[config.mk]
export PLATFORM = sky130hd
export DESIGN_NAME = branch_resolve_queue_flat
export DESIGN_NICKNAME = d
export VERILOG_FILES = /design/src/rtl/branch_resolve_queue_if.sv /design/src/rtl/branch_resolve_queue.sv /design/src/flat_wrapper.sv
export SDC_FILE = /design/constraint.sdc
export NUM_CORES = 2
export LEC_CHECK = 0
export BUFFER_PORTS_ARGS = -buffer_cell sky130_fd_sc_hd__buf_2
export CAP_MARGIN = 20
export CORE_MARGIN = 2
export CORE_UTILIZATION = 61
export DETAILED_ROUTE_END_ITERATION = 12
export PLACE_DENSITY_LB_ADDON = 0.25
export SETUP_SLACK_MARGIN = 0.5
export SYNTH_ARGS = -nofsm -noshare
export SYNTH_HDL_FRONTEND = slang
export SYNTH_SLANG_ARGS = --single-unit
[constraint.sdc]
create_clock -name clock -period 6.3 [get_ports clock]
set_input_delay 0.63 -clock clock [delete_from_list [all_inputs] [get_ports clock]]
set_output_delay 0.63 -clock clock [all_outputs]
set_load 0.02 [all_outputs]
[src/rtl/branch_resolve_queue_if.sv]
// rtl/branch_resolve_queue_if.sv - alloc/resolve/train/recover bundle for branch_resolve_queue
interface branch_resolve_queue_if #(
  parameter int GH    = 4,
  parameter int DEPTH = 8
);
  localparam int TAGW = $clog2(DEPTH);

  logic            alloc_valid_i;
  logic [31:0]     alloc_pc_i;
  logic            alloc_pred_taken_i;
  logic [31:0]     alloc_pred_target_i;
  logic [GH-1:0]   alloc_ghr_snapshot_i;
  logic            alloc_ready_o;
  logic [TAGW-1:0] alloc_tag_o;

  logic            resolve_valid_i;
  logic [TAGW-1:0] resolve_tag_i;
  logic            resolve_actual_taken_i;
  logic [31:0]     resolve_actual_target_i;

  logic            train_valid_o;
  logic [31:0]     train_pc_o;
  logic            train_actual_taken_o;
  logic [31:0]     train_actual_target_o;
  logic [GH-1:0]   train_ghr_snapshot_o;

  logic            recover_mispredict_pulse_o;
  logic [GH-1:0]   recover_ghr_snapshot_o;
  logic [31:0]     redirect_pc_o;

  logic [31:0]     stat_retired_o;
  logic [31:0]     stat_mispredict_o;

  // queue side
  modport slave (
    input  alloc_valid_i, alloc_pc_i, alloc_pred_taken_i, alloc_pred_target_i, alloc_ghr_snapshot_i,
    output alloc_ready_o, alloc_tag_o,
    input  resolve_valid_i, resolve_tag_i, resolve_actual_taken_i, resolve_actual_target_i,
    output train_valid_o, train_pc_o, train_actual_taken_o, train_actual_target_o, train_ghr_snapshot_o,
    output recover_mispredict_pulse_o, recover_ghr_snapshot_o, redirect_pc_o,
    output stat_retired_o, stat_mispredict_o
  );

  // fetch/execute side
  modport master (
    output alloc_valid_i, alloc_pc_i, alloc_pred_taken_i, alloc_pred_target_i, alloc_ghr_snapshot_i,
    input  alloc_ready_o, alloc_tag_o,
    output resolve_valid_i, resolve_tag_i, resolve_actual_taken_i, resolve_actual_target_i,
    input  train_valid_o, train_pc_o, train_actual_taken_o, train_actual_target_o, train_ghr_snapshot_o,
    input  recover_mispredict_pulse_o, recover_ghr_snapshot_o, redirect_pc_o,
    input  stat_retired_o, stat_mispredict_o
  );
endinterface

[src/rtl/branch_resolve_queue.sv]
// rtl/branch_resolve_queue.sv - in-order branch tracking queue with mispredict squash/recovery; BRQ_STATS_EN enables retire/mispredict counters
module branch_resolve_queue #(
  parameter int GH    = 4,
  parameter int DEPTH = 8
) (
  input  logic                  clock,
  input  logic                  reset,
  branch_resolve_queue_if.slave bus
);
  localparam int TAGW = $clog2(DEPTH);
  localparam int PTRW = TAGW + 1;

  typedef struct packed {
    logic          valid;
    logic          resolved;
    logic [31:0]   pc;
    logic          pred_taken;
    logic [31:0]   pred_target;
    logic [GH-1:0] snap;
    logic          act_taken;
    logic [31:0]   act_target;
  } entry_t;

  entry_t ent_q [DEPTH];
  entry_t ent_d [DEPTH];

  logic [PTRW-1:0] head_q, head_d, tail_q, tail_d;
  logic            train_valid_q, train_valid_d;
  logic [31:0]     train_pc_q, train_pc_d;
  logic            train_taken_q, train_taken_d;
  logic [31:0]     train_target_q, train_target_d;
  logic [GH-1:0]   train_snap_q, train_snap_d;
  logic            rec_pulse_q, rec_pulse_d;
  logic [GH-1:0]   rec_ghr_q, rec_ghr_d;
  logic [31:0]     redirect_q, redirect_d;

  logic [PTRW-1:0] occ;
  logic [TAGW-1:0] head_idx, tail_idx, res_off, rel;
  logic            alloc_ready, res_hit, mis, mis_fire, retire, alloc_fire;
  entry_t          r_ent, h_ent;

  assign occ         = tail_q - head_q;
  assign alloc_ready = (occ != PTRW'(DEPTH));
  assign head_idx    = head_q[TAGW-1:0];
  assign tail_idx    = tail_q[TAGW-1:0];

  // Queue update: retire at head, resolve/squash by tag, alloc at tail.
  always_comb begin
    for (int i = 0; i < DEPTH; i++) ent_d[i] = ent_q[i];
    head_d         = head_q;
    tail_d         = tail_q;
    train_valid_d  = 1'b0;
    train_pc_d     = train_pc_q;
    train_taken_d  = train_taken_q;
    train_target_d = train_target_q;
    train_snap_d   = train_snap_q;
    rec_pulse_d    = 1'b0;
    rec_ghr_d      = rec_ghr_q;
    redirect_d     = redirect_q;
    rel            = '0;

    r_ent   = ent_q[bus.resolve_tag_i];
    h_ent   = ent_q[head_idx];
    res_hit = bus.resolve_valid_i && r_ent.valid && !r_ent.resolved;
    mis     = (r_ent.pred_taken != bus.resolve_actual_taken_i) ||
              (r_ent.pred_taken && bus.resolve_actual_taken_i &&
               (r_ent.pred_target != bus.resolve_actual_target_i));
    mis_fire   = res_hit && mis;
    // Resolved bit comes from the register, so a same-cycle resolve cannot retire.
    retire     = h_ent.valid && h_ent.resolved;
    // A same-cycle alloc is on the wrong path when a mispredict is being recovered.
    alloc_fire = bus.alloc_valid_i && alloc_ready && !mis_fire;
    res_off    = bus.resolve_tag_i - head_idx;

    if (retire) begin
      ent_d[head_idx].valid = 1'b0;
      head_d         = head_q + PTRW'(1);
      train_valid_d  = 1'b1;
      train_pc_d     = h_ent.pc;
      train_taken_d  = h_ent.act_taken;
      train_target_d = h_ent.act_target;
      train_snap_d   = h_ent.snap;
    end

    if (res_hit) begin
      ent_d[bus.resolve_tag_i].resolved   = 1'b1;
      ent_d[bus.resolve_tag_i].act_taken  = bus.resolve_actual_taken_i;
      ent_d[bus.resolve_tag_i].act_target = bus.resolve_actual_target_i;
    end

    if (mis_fire) begin
      // Tail moves to one past the mispredicting entry; wrap bit follows from head.
      tail_d = head_q + {1'b0, res_off} + PTRW'(1);
      for (int i = 0; i < DEPTH; i++) begin
        rel = TAGW'(i) - head_idx;
        if (({1'b0, rel} > {1'b0, res_off}) && ({1'b0, rel} < occ))
          ent_d[i].valid = 1'b0;
      end
      rec_pulse_d = 1'b1;
      rec_ghr_d   = GH'({r_ent.snap, bus.resolve_actual_taken_i});
      redirect_d  = bus.resolve_actual_taken_i ? bus.resolve_actual_target_i
                                               : (r_ent.pc + 32'd4);
    end

    if (alloc_fire) begin
      ent_d[tail_idx].valid       = 1'b1;
      ent_d[tail_idx].resolved    = 1'b0;
      ent_d[tail_idx].pc          = bus.alloc_pc_i;
      ent_d[tail_idx].pred_taken  = bus.alloc_pred_taken_i;
      ent_d[tail_idx].pred_target = bus.alloc_pred_target_i;
      ent_d[tail_idx].snap        = bus.alloc_ghr_snapshot_i;
      ent_d[tail_idx].act_taken   = 1'b0;
      ent_d[tail_idx].act_target  = '0;
      tail_d = tail_q + PTRW'(1);
    end
  end

  // State and registered output flops.
  always_ff @(posedge clock) begin
    if (reset) begin
      for (int i = 0; i < DEPTH; i++) ent_q[i] <= '0;
      head_q         <= '0;
      tail_q         <= '0;
      train_valid_q  <= 1'b0;
      train_pc_q     <= '0;
      train_taken_q  <= 1'b0;
      train_target_q <= '0;
      train_snap_q   <= '0;
      rec_pulse_q    <= 1'b0;
      rec_ghr_q      <= '0;
      redirect_q     <= '0;
    end else begin
      for (int i = 0; i < DEPTH; i++) ent_q[i] <= ent_d[i];
      head_q         <= head_d;
      tail_q         <= tail_d;
      train_valid_q  <= train_valid_d;
      train_pc_q     <= train_pc_d;
      train_taken_q  <= train_taken_d;
      train_target_q <= train_target_d;
      train_snap_q   <= train_snap_d;
      rec_pulse_q    <= rec_pulse_d;
      rec_ghr_q      <= rec_ghr_d;
      redirect_q     <= redirect_d;
    end
  end

`ifdef BRQ_STATS_EN
  logic [31:0] stat_ret_q, stat_ret_d, stat_mis_q, stat_mis_d;

  // Saturating event counters.
  always_comb begin
    stat_ret_d = stat_ret_q;
    stat_mis_d = stat_mis_q;
    if (retire && (stat_ret_q != 32'hFFFF_FFFF))   stat_ret_d = stat_ret_q + 32'd1;
    if (mis_fire && (stat_mis_q != 32'hFFFF_FFFF)) stat_mis_d = stat_mis_q + 32'd1;
  end

  // Counter registers.
  always_ff @(posedge clock) begin
    if (reset) begin
      stat_ret_q <= '0;
      stat_mis_q <= '0;
    end else begin
      stat_ret_q <= stat_ret_d;
      stat_mis_q <= stat_mis_d;
    end
  end

  assign bus.stat_retired_o    = stat_ret_q;
  assign bus.stat_mispredict_o = stat_mis_q;
`else
  assign bus.stat_retired_o    = 32'd0;
  assign bus.stat_mispredict_o = 32'd0;
`endif

  assign bus.alloc_ready_o              = alloc_ready;
  assign bus.alloc_tag_o                = tail_idx;
  assign bus.train_valid_o              = train_valid_q;
  assign bus.train_pc_o                 = train_pc_q;
  assign bus.train_actual_taken_o       = train_taken_q;
  assign bus.train_actual_target_o      = train_target_q;
  assign bus.train_ghr_snapshot_o       = train_snap_q;
  assign bus.recover_mispredict_pulse_o = rec_pulse_q;
  assign bus.recover_ghr_snapshot_o     = rec_ghr_q;
  assign bus.redirect_pc_o              = redirect_q;
endmodule

[src/flat_wrapper.sv]
// flat-port wrapper written by rule: the top's interface ports become plain ports
module branch_resolve_queue_flat 
#(
  parameter int GH    = 4,
  parameter int DEPTH = 8
)
  (clock, reset, bus_alloc_valid_i, bus_alloc_pc_i, bus_alloc_pred_taken_i, bus_alloc_pred_target_i, bus_alloc_ghr_snapshot_i, bus_alloc_ready_o, bus_alloc_tag_o, bus_resolve_valid_i, bus_resolve_tag_i, bus_resolve_actual_taken_i, bus_resolve_actual_target_i, bus_train_valid_o, bus_train_pc_o, bus_train_actual_taken_o, bus_train_actual_target_o, bus_train_ghr_snapshot_o, bus_recover_mispredict_pulse_o, bus_recover_ghr_snapshot_o, bus_redirect_pc_o, bus_stat_retired_o, bus_stat_mispredict_o);
  branch_resolve_queue_if #(.GH(GH), .DEPTH(DEPTH)) bus_i ();
  input  logic clock;
  input  logic reset;
  input wire logic [$bits(bus_i.alloc_valid_i)-1:0] bus_alloc_valid_i;
  input wire logic [$bits(bus_i.alloc_pc_i)-1:0] bus_alloc_pc_i;
  input wire logic [$bits(bus_i.alloc_pred_taken_i)-1:0] bus_alloc_pred_taken_i;
  input wire logic [$bits(bus_i.alloc_pred_target_i)-1:0] bus_alloc_pred_target_i;
  input wire logic [$bits(bus_i.alloc_ghr_snapshot_i)-1:0] bus_alloc_ghr_snapshot_i;
  output wire logic [$bits(bus_i.alloc_ready_o)-1:0] bus_alloc_ready_o;
  output wire logic [$bits(bus_i.alloc_tag_o)-1:0] bus_alloc_tag_o;
  input wire logic [$bits(bus_i.resolve_valid_i)-1:0] bus_resolve_valid_i;
  input wire logic [$bits(bus_i.resolve_tag_i)-1:0] bus_resolve_tag_i;
  input wire logic [$bits(bus_i.resolve_actual_taken_i)-1:0] bus_resolve_actual_taken_i;
  input wire logic [$bits(bus_i.resolve_actual_target_i)-1:0] bus_resolve_actual_target_i;
  output wire logic [$bits(bus_i.train_valid_o)-1:0] bus_train_valid_o;
  output wire logic [$bits(bus_i.train_pc_o)-1:0] bus_train_pc_o;
  output wire logic [$bits(bus_i.train_actual_taken_o)-1:0] bus_train_actual_taken_o;
  output wire logic [$bits(bus_i.train_actual_target_o)-1:0] bus_train_actual_target_o;
  output wire logic [$bits(bus_i.train_ghr_snapshot_o)-1:0] bus_train_ghr_snapshot_o;
  output wire logic [$bits(bus_i.recover_mispredict_pulse_o)-1:0] bus_recover_mispredict_pulse_o;
  output wire logic [$bits(bus_i.recover_ghr_snapshot_o)-1:0] bus_recover_ghr_snapshot_o;
  output wire logic [$bits(bus_i.redirect_pc_o)-1:0] bus_redirect_pc_o;
  output wire logic [$bits(bus_i.stat_retired_o)-1:0] bus_stat_retired_o;
  output wire logic [$bits(bus_i.stat_mispredict_o)-1:0] bus_stat_mispredict_o;
  assign bus_i.alloc_valid_i = bus_alloc_valid_i;
  assign bus_i.alloc_pc_i = bus_alloc_pc_i;
  assign bus_i.alloc_pred_taken_i = bus_alloc_pred_taken_i;
  assign bus_i.alloc_pred_target_i = bus_alloc_pred_target_i;
  assign bus_i.alloc_ghr_snapshot_i = bus_alloc_ghr_snapshot_i;
  assign bus_alloc_ready_o = bus_i.alloc_ready_o;
  assign bus_alloc_tag_o = bus_i.alloc_tag_o;
  assign bus_i.resolve_valid_i = bus_resolve_valid_i;
  assign bus_i.resolve_tag_i = bus_resolve_tag_i;
  assign bus_i.resolve_actual_taken_i = bus_resolve_actual_taken_i;
  assign bus_i.resolve_actual_target_i = bus_resolve_actual_target_i;
  assign bus_train_valid_o = bus_i.train_valid_o;
  assign bus_train_pc_o = bus_i.train_pc_o;
  assign bus_train_actual_taken_o = bus_i.train_actual_taken_o;
  assign bus_train_actual_target_o = bus_i.train_actual_target_o;
  assign bus_train_ghr_snapshot_o = bus_i.train_ghr_snapshot_o;
  assign bus_recover_mispredict_pulse_o = bus_i.recover_mispredict_pulse_o;
  assign bus_recover_ghr_snapshot_o = bus_i.recover_ghr_snapshot_o;
  assign bus_redirect_pc_o = bus_i.redirect_pc_o;
  assign bus_stat_retired_o = bus_i.stat_retired_o;
  assign bus_stat_mispredict_o = bus_i.stat_mispredict_o;
  branch_resolve_queue #(.GH(GH), .DEPTH(DEPTH)) u_core (.clock(clock), .reset(reset), .bus(bus_i));
endmodule
## Word-level counts from Yosys, hierarchy flattened

Memory sizes are Yosys's and may differ from the RTL's. A register that Yosys moved wholly into a read port is not among the register bits.
Cells that the tools add are included.

| storage, ports and cells | value |
|---|---|
| register bits | 115 |
| bits in latches | 0 |
| RAM bits | 832 |
| bits in read-only memories | 0 |
| bits of input ports | 109 |
| output and inout bits | 175 |
| logic and storage cells | 158 |
| memories | 1 |

Memories:

| name | words | width | rd ports | clocked after memory_dff | write ports | RTL line | source |
|---|---|---|---|---|---|---|---|
| u_core.ent_q | 8 | 104 | 10 | 1 | 8 | branch_resolve_queue.sv:24 | `entry_t ent_q [DEPTH];` |

| cells by class | value |
|---|---|
| add/subtract/negate cells | 15 |
| multiply operators | 0 |
| divide/modulo/power cells | 0 |
| $lt $le $gt $ge | 22 |
| equal/unequal tests | 3 |
| shifts and indexed selects | 0 |
| muxes and demuxes | 73 |
| bitwise operators | 11 |
| reduce and logical (&&, ||, !) cells | 23 |

Operators with widths:

| cell | count |
|---|---|
| 832-bit bitwise mux | 12 |
| 104-bit demux with 3-bit select | 12 |
| 832-bit two-way mux | 3 |
| 104-bit two-way mux | 10 |
| 103-bit two-way mux | 2 |
| 102-bit two-way mux | 1 |
| 32-bit two-way mux | 3 |
| 70-bit two-way mux | 1 |
| 69-bit two-way mux | 1 |
| 33-bit two-way mux | 2 |
| 37-bit two-way mux | 1 |
| 32-bit by 3-bit adder with 32-bit output (second input constant) | 1 |
| 3-bit by 4-bit less-than comparator with 1-bit output | 8 |
| 32-bit inequality test | 1 |
| 3-bit > comparator | 8 |
| 1-bit two-way mux | 21 |
| 1-bit logical AND | 19 |
| 4-bit by 1-bit adder with 4-bit output (second input constant) | 3 |
| 4-bit >= comparator (second input constant) | 3 |
| 4-bit by 1-bit less-than comparator with 1-bit output (second input constant) | 3 |
| 3-bit inverter with 4-bit output | 3 |
| 3-bit subtractor (first input constant) | 4 |
| 4-bit two-way mux | 2 |
| 1-bit OR | 8 |
| 11 further kinds | 15 |

## Logic depth before layout (Yosys ltp)

| logic depth | value |
|---|---|
| depth in word-level cells | 23 |
| gate-level depth with buffers | 20 |
| mapped depth without buffers | 14 |

## Worst setup path before layout

No wires, ideal clock.

| timing path | value |
|---|---|
| path kind | input -> register |
| from | input bus_resolve_tag_i[2] |
| to | memory u_core.ent_q[2][102] (netlist name) |
| library setup time | 0.132 ns |
| arrival time | 4.760 ns |
| required time | 6.168 ns |
| slack | 1.408 ns |
| cell stages on the path | 19 |
| cell sequence | buf_4 -> buf_6 -> buf_4 -> buf_2 -> buf_2 -> buf_2 -> buf_1 -> mux2i_1 -> nor2_1 -> a21oi_1 -> o221ai_1 -> ha_1 -> a211oi_1 -> nand4_1 -> or4_4 -> buf_6 -> a2111oi_4 -> buf_4 -> nor3_1 |

RTL lines:

| element | RTL line | source |
|---|---|---|
| start: declaration | flat_wrapper.sv:19 | `input wire logic [$bits(bus_i.resolve_tag_i)-1:0] bus_resolve_tag_i;` |
| end: declaration | branch_resolve_queue.sv:24 |  |

==> results_dict.tcl <==
set metrics [dict create \
    use_met1 0.462 \
    setup_viol 0 \
    portBuffers 219 \
    grt_usage 0.337 \
    clock_latency_ps 670 \
    drv_cap 0 \
    syn_area_per_cell_um2 10.3 \
    wl_um 132000 \
    path_clk_slew_ps 60 \
    cp.arrival_ps 5500 \
    die_h_um 277 \
    async_reset_ff_frac 0 \
    cp-end-kind "flop" \
    reg2reg_setup_slack_ps 1350 \
    total_power_uw 13700 \
    dpl.hpwl_um 82400 \
    critPathKind "flop to flop" \
    cp_top_family "compound AO/OA/AOI/OAI gates" \
    dpl_cell_area_um2 46600 \
    cp_cell_sequence "inv_1, ha_1, inv_1, fa_1, xnor2_1, nand3_1, o31ai_4, or3_1, a21o_4, buf_4, mux2i_1" \
    clock-root-buffer "clkbuf_16" \
    h-tree-depth 3 \
    min_period_over_period 0.785 \
    hold_buffers 0 \
    synth_edf_count 0 \
    yosysWarnings 0 \
    synth_top_area_share 0.419 \
    max_stage_delay_ps 910 \
    path_common_cell "inv_1" \
    period_needed_ps 4950 \
    cts_sinks 950 \
    yosysTopAreaCell "dfxtp_1" \
    die_w_um 277 \
    placedCellCount 5252 \
    critPathLaunchType "flop" \
    antenna_found_initial 7 \
    synthFlopType "dfxtp_1" \
    cts_tree "done" \
    tns_ps 0 \
    post_cts_buffers 0 \
    crit_required_ps 6860 \
    fin_skew_ps 34.8 \
    power_density_nw_per_um2 275 \
    synthToLayoutAreaGrowth_pct 10.0 \
    via_per_inst 6.44 \
    vias 34999 \
    drc 0 \
    synth_cell_types 75 \
    fin_nets 4531 \
    slew_violations 0 \
    routedWlPerCell_um 24.4 \
    busiest_layer "met2" \
    grtUsageMet3 0.0532 \
    gp_congestion 0.925 \
    ys_top_cells_by_area "dfxtp_1 42%, mux2i_1 22%, mux4_2 9.6%" \
    cpMaxStageDelayCell "a21o_4" \
    path_buf_inv 3 \
    core_um2 74100 \
    synthCells 4396 \
    crit_fanout 51 \
    relSlewSlack 0.197 \
    yosysSeqAreaShare 0.419 \
    die_area_um2 76600 \
    clockBufferDepth 3 \
    synthTopCellsByCount "989 x mux2i_1, 950 x dfxtp_1, 703 x nand2_1" \
    syn_area_um2 45400 \
    ir_worst_vdd_mv 0.187 \
    dr.pass1.iters 9 \
    grt_pass1_wl_um 203000 \
    p_leak_uw 0.0221 \
    status "finished clean" \
    max_freq_mhz 202 \
    met2_usage 0.534 \
    hp-class "input pin to flop" \
    pin_count 284 \
    grt_pass1_vias 33812 \
    drive_gt1_frac 0.165 \
    cts_inserted_buffers 97 \
    grt_overflow 0 \
    fin_area_um2 50000 \
    post-synth-top-count-cell "mux2i_1" \
    n_fill_cell 5713 \
    grt_max_degree 130 \
    post_cts_resized 0 \
    rsz0062_at_grt "false" \
    finalNonFillerCells 5433 \
    synth-seq-cells 950 \
    hold_viol_final 0 \
    drt-initial-drc-count 3710 \
    worst_pin_slew_ps 1200 \
    initial_utilization 0.613 \
    postRouteAntennaNets 0 \
    rows 100 \
]
-- cell usage in the layout (no fill, tap or decap), types with 64 or more instances in the layout --
master,count
clkbuf_16,98
nor2_1,104
a211oi_1,81
nor3_1,286
dfxtp_1,947
mux4_2,193
buf_2,215
conb_1,64
buf_4,69
nand2_1,699
a21oi_1,82
mux2i_1,989
-- per-layer routing --
layer | share of wire | wire length, µm | vias to the layer above
li1 | - | - | 15675
met5 | 0.00031 | 41 | -
met2 | 0.46 | 61200 | 1633
met1 | 0.42 | 55000 | 17389
met3 | 0.083 | 11100 | 296
met4 | 0.039 | 5130 | 6
-- worst reg2reg max path: cells and delay by family (launching register included) --
kind | cells | cell delay (ps)
compound gates | 2 | 1170
buf+inv | 3 | 900
xor+xnor | 1 | 740
fa+ha+maj | 2 | 660
simple gates | 2 | 580
flops | 1 | 520
mux | 1 | 260
-- sequential cells by signal, indices dropped and copies added (netlist names), named ones only --
signal                                 cells
u_core.ent_q                             832
u_core.bus.redirect_pc_o                  32
u_core.bus.train_actual_target_o          32
u_core.bus.train_pc_o                     32
u_core.bus.recover_ghr_snapshot_o          4
u_core.bus.train_ghr_snapshot_o            4
u_core.head_q                              4
u_core.tail_q                              4
u_core.bus.recover_mispredict_pulse_o      1
u_core.bus.train_actual_taken_o            1
u_core.bus.train_valid_o                   1
-- layout make-up --
| type | instances | area [µm²] | area share |
|---|---|---|---|
| Clock buffer | 142 | 2910 | 0.0582 |
| Timing Repair Buffer | 298 | 1850 | 0.0371 |
| Sequential cell | 950 | 19000 | 0.381 |
| Antenna cell | 3 | 7.51 | 0.000150 |
| Tap cell | 969 | 1210 | 0.0243 |
| Inverter | 31 | 124 | 0.00248 |
| Clock inverter | 36 | 472 | 0.00944 |
| Multi-Input combinational cell | 3004 | 24400 | 0.487 |
-- report_power, final --
group / switching [µW] / internal [µW] / total (µW) / leakage [µW]
clock: 2490 / 3570 / 6060 / 0.00167
sequential: 118 / 6160 / 6280 / 0.00767
combinational: 911 / 489 / 1400 / 0.0127
-- cell families after synthesis --
kind of cell | after synthesis | synth area share
flip-flops | 950 | 0.419
buffers and inverters | 505 | 0.0542
multiplexers | 1216 | 0.322
AND/OR/NAND/NOR | 1232 | 0.118
XOR/XNOR | 47 | 0.00907
AO/OA/AOI/OAI | 405 | 0.0660
other | 1 | 0.0000826
adder cells (fa/ha/maj) | 40 | 0.0117
-- path summary, 6_finish.rpt --
kind,from,to,cells after the start
min,bus_alloc_pred_target_i[19],u_core.ent_q[6][56]$_SDFFE_PP0P_,3
max,u_core.tail_q[0]$_SDFFE_PP0P_,u_core.ent_q[7][45]$_SDFFE_PP0P_,11
min reg2reg,u_core.ent_q[0][47]$_SDFFE_PP0P_,u_core.ent_q[0][47]$_SDFFE_PP0P_,2
max reg2reg,u_core.tail_q[0]$_SDFFE_PP0P_,u_core.ent_q[7][45]$_SDFFE_PP0P_,11
-- stage by stage --
stage,utilization,setup WS (ps),hold slack [ps]
2_1_floorplan,-,1410,432
3_3_place_gp,0.629,1190,439
3_5_place_dp,0.629,1130,447
4_1_cts,0.674,1430,382
5_1_grt,0.674,1140,419
6_report,0.674,1350,392
No activity file was read; power rests on OpenSTA's default activity.
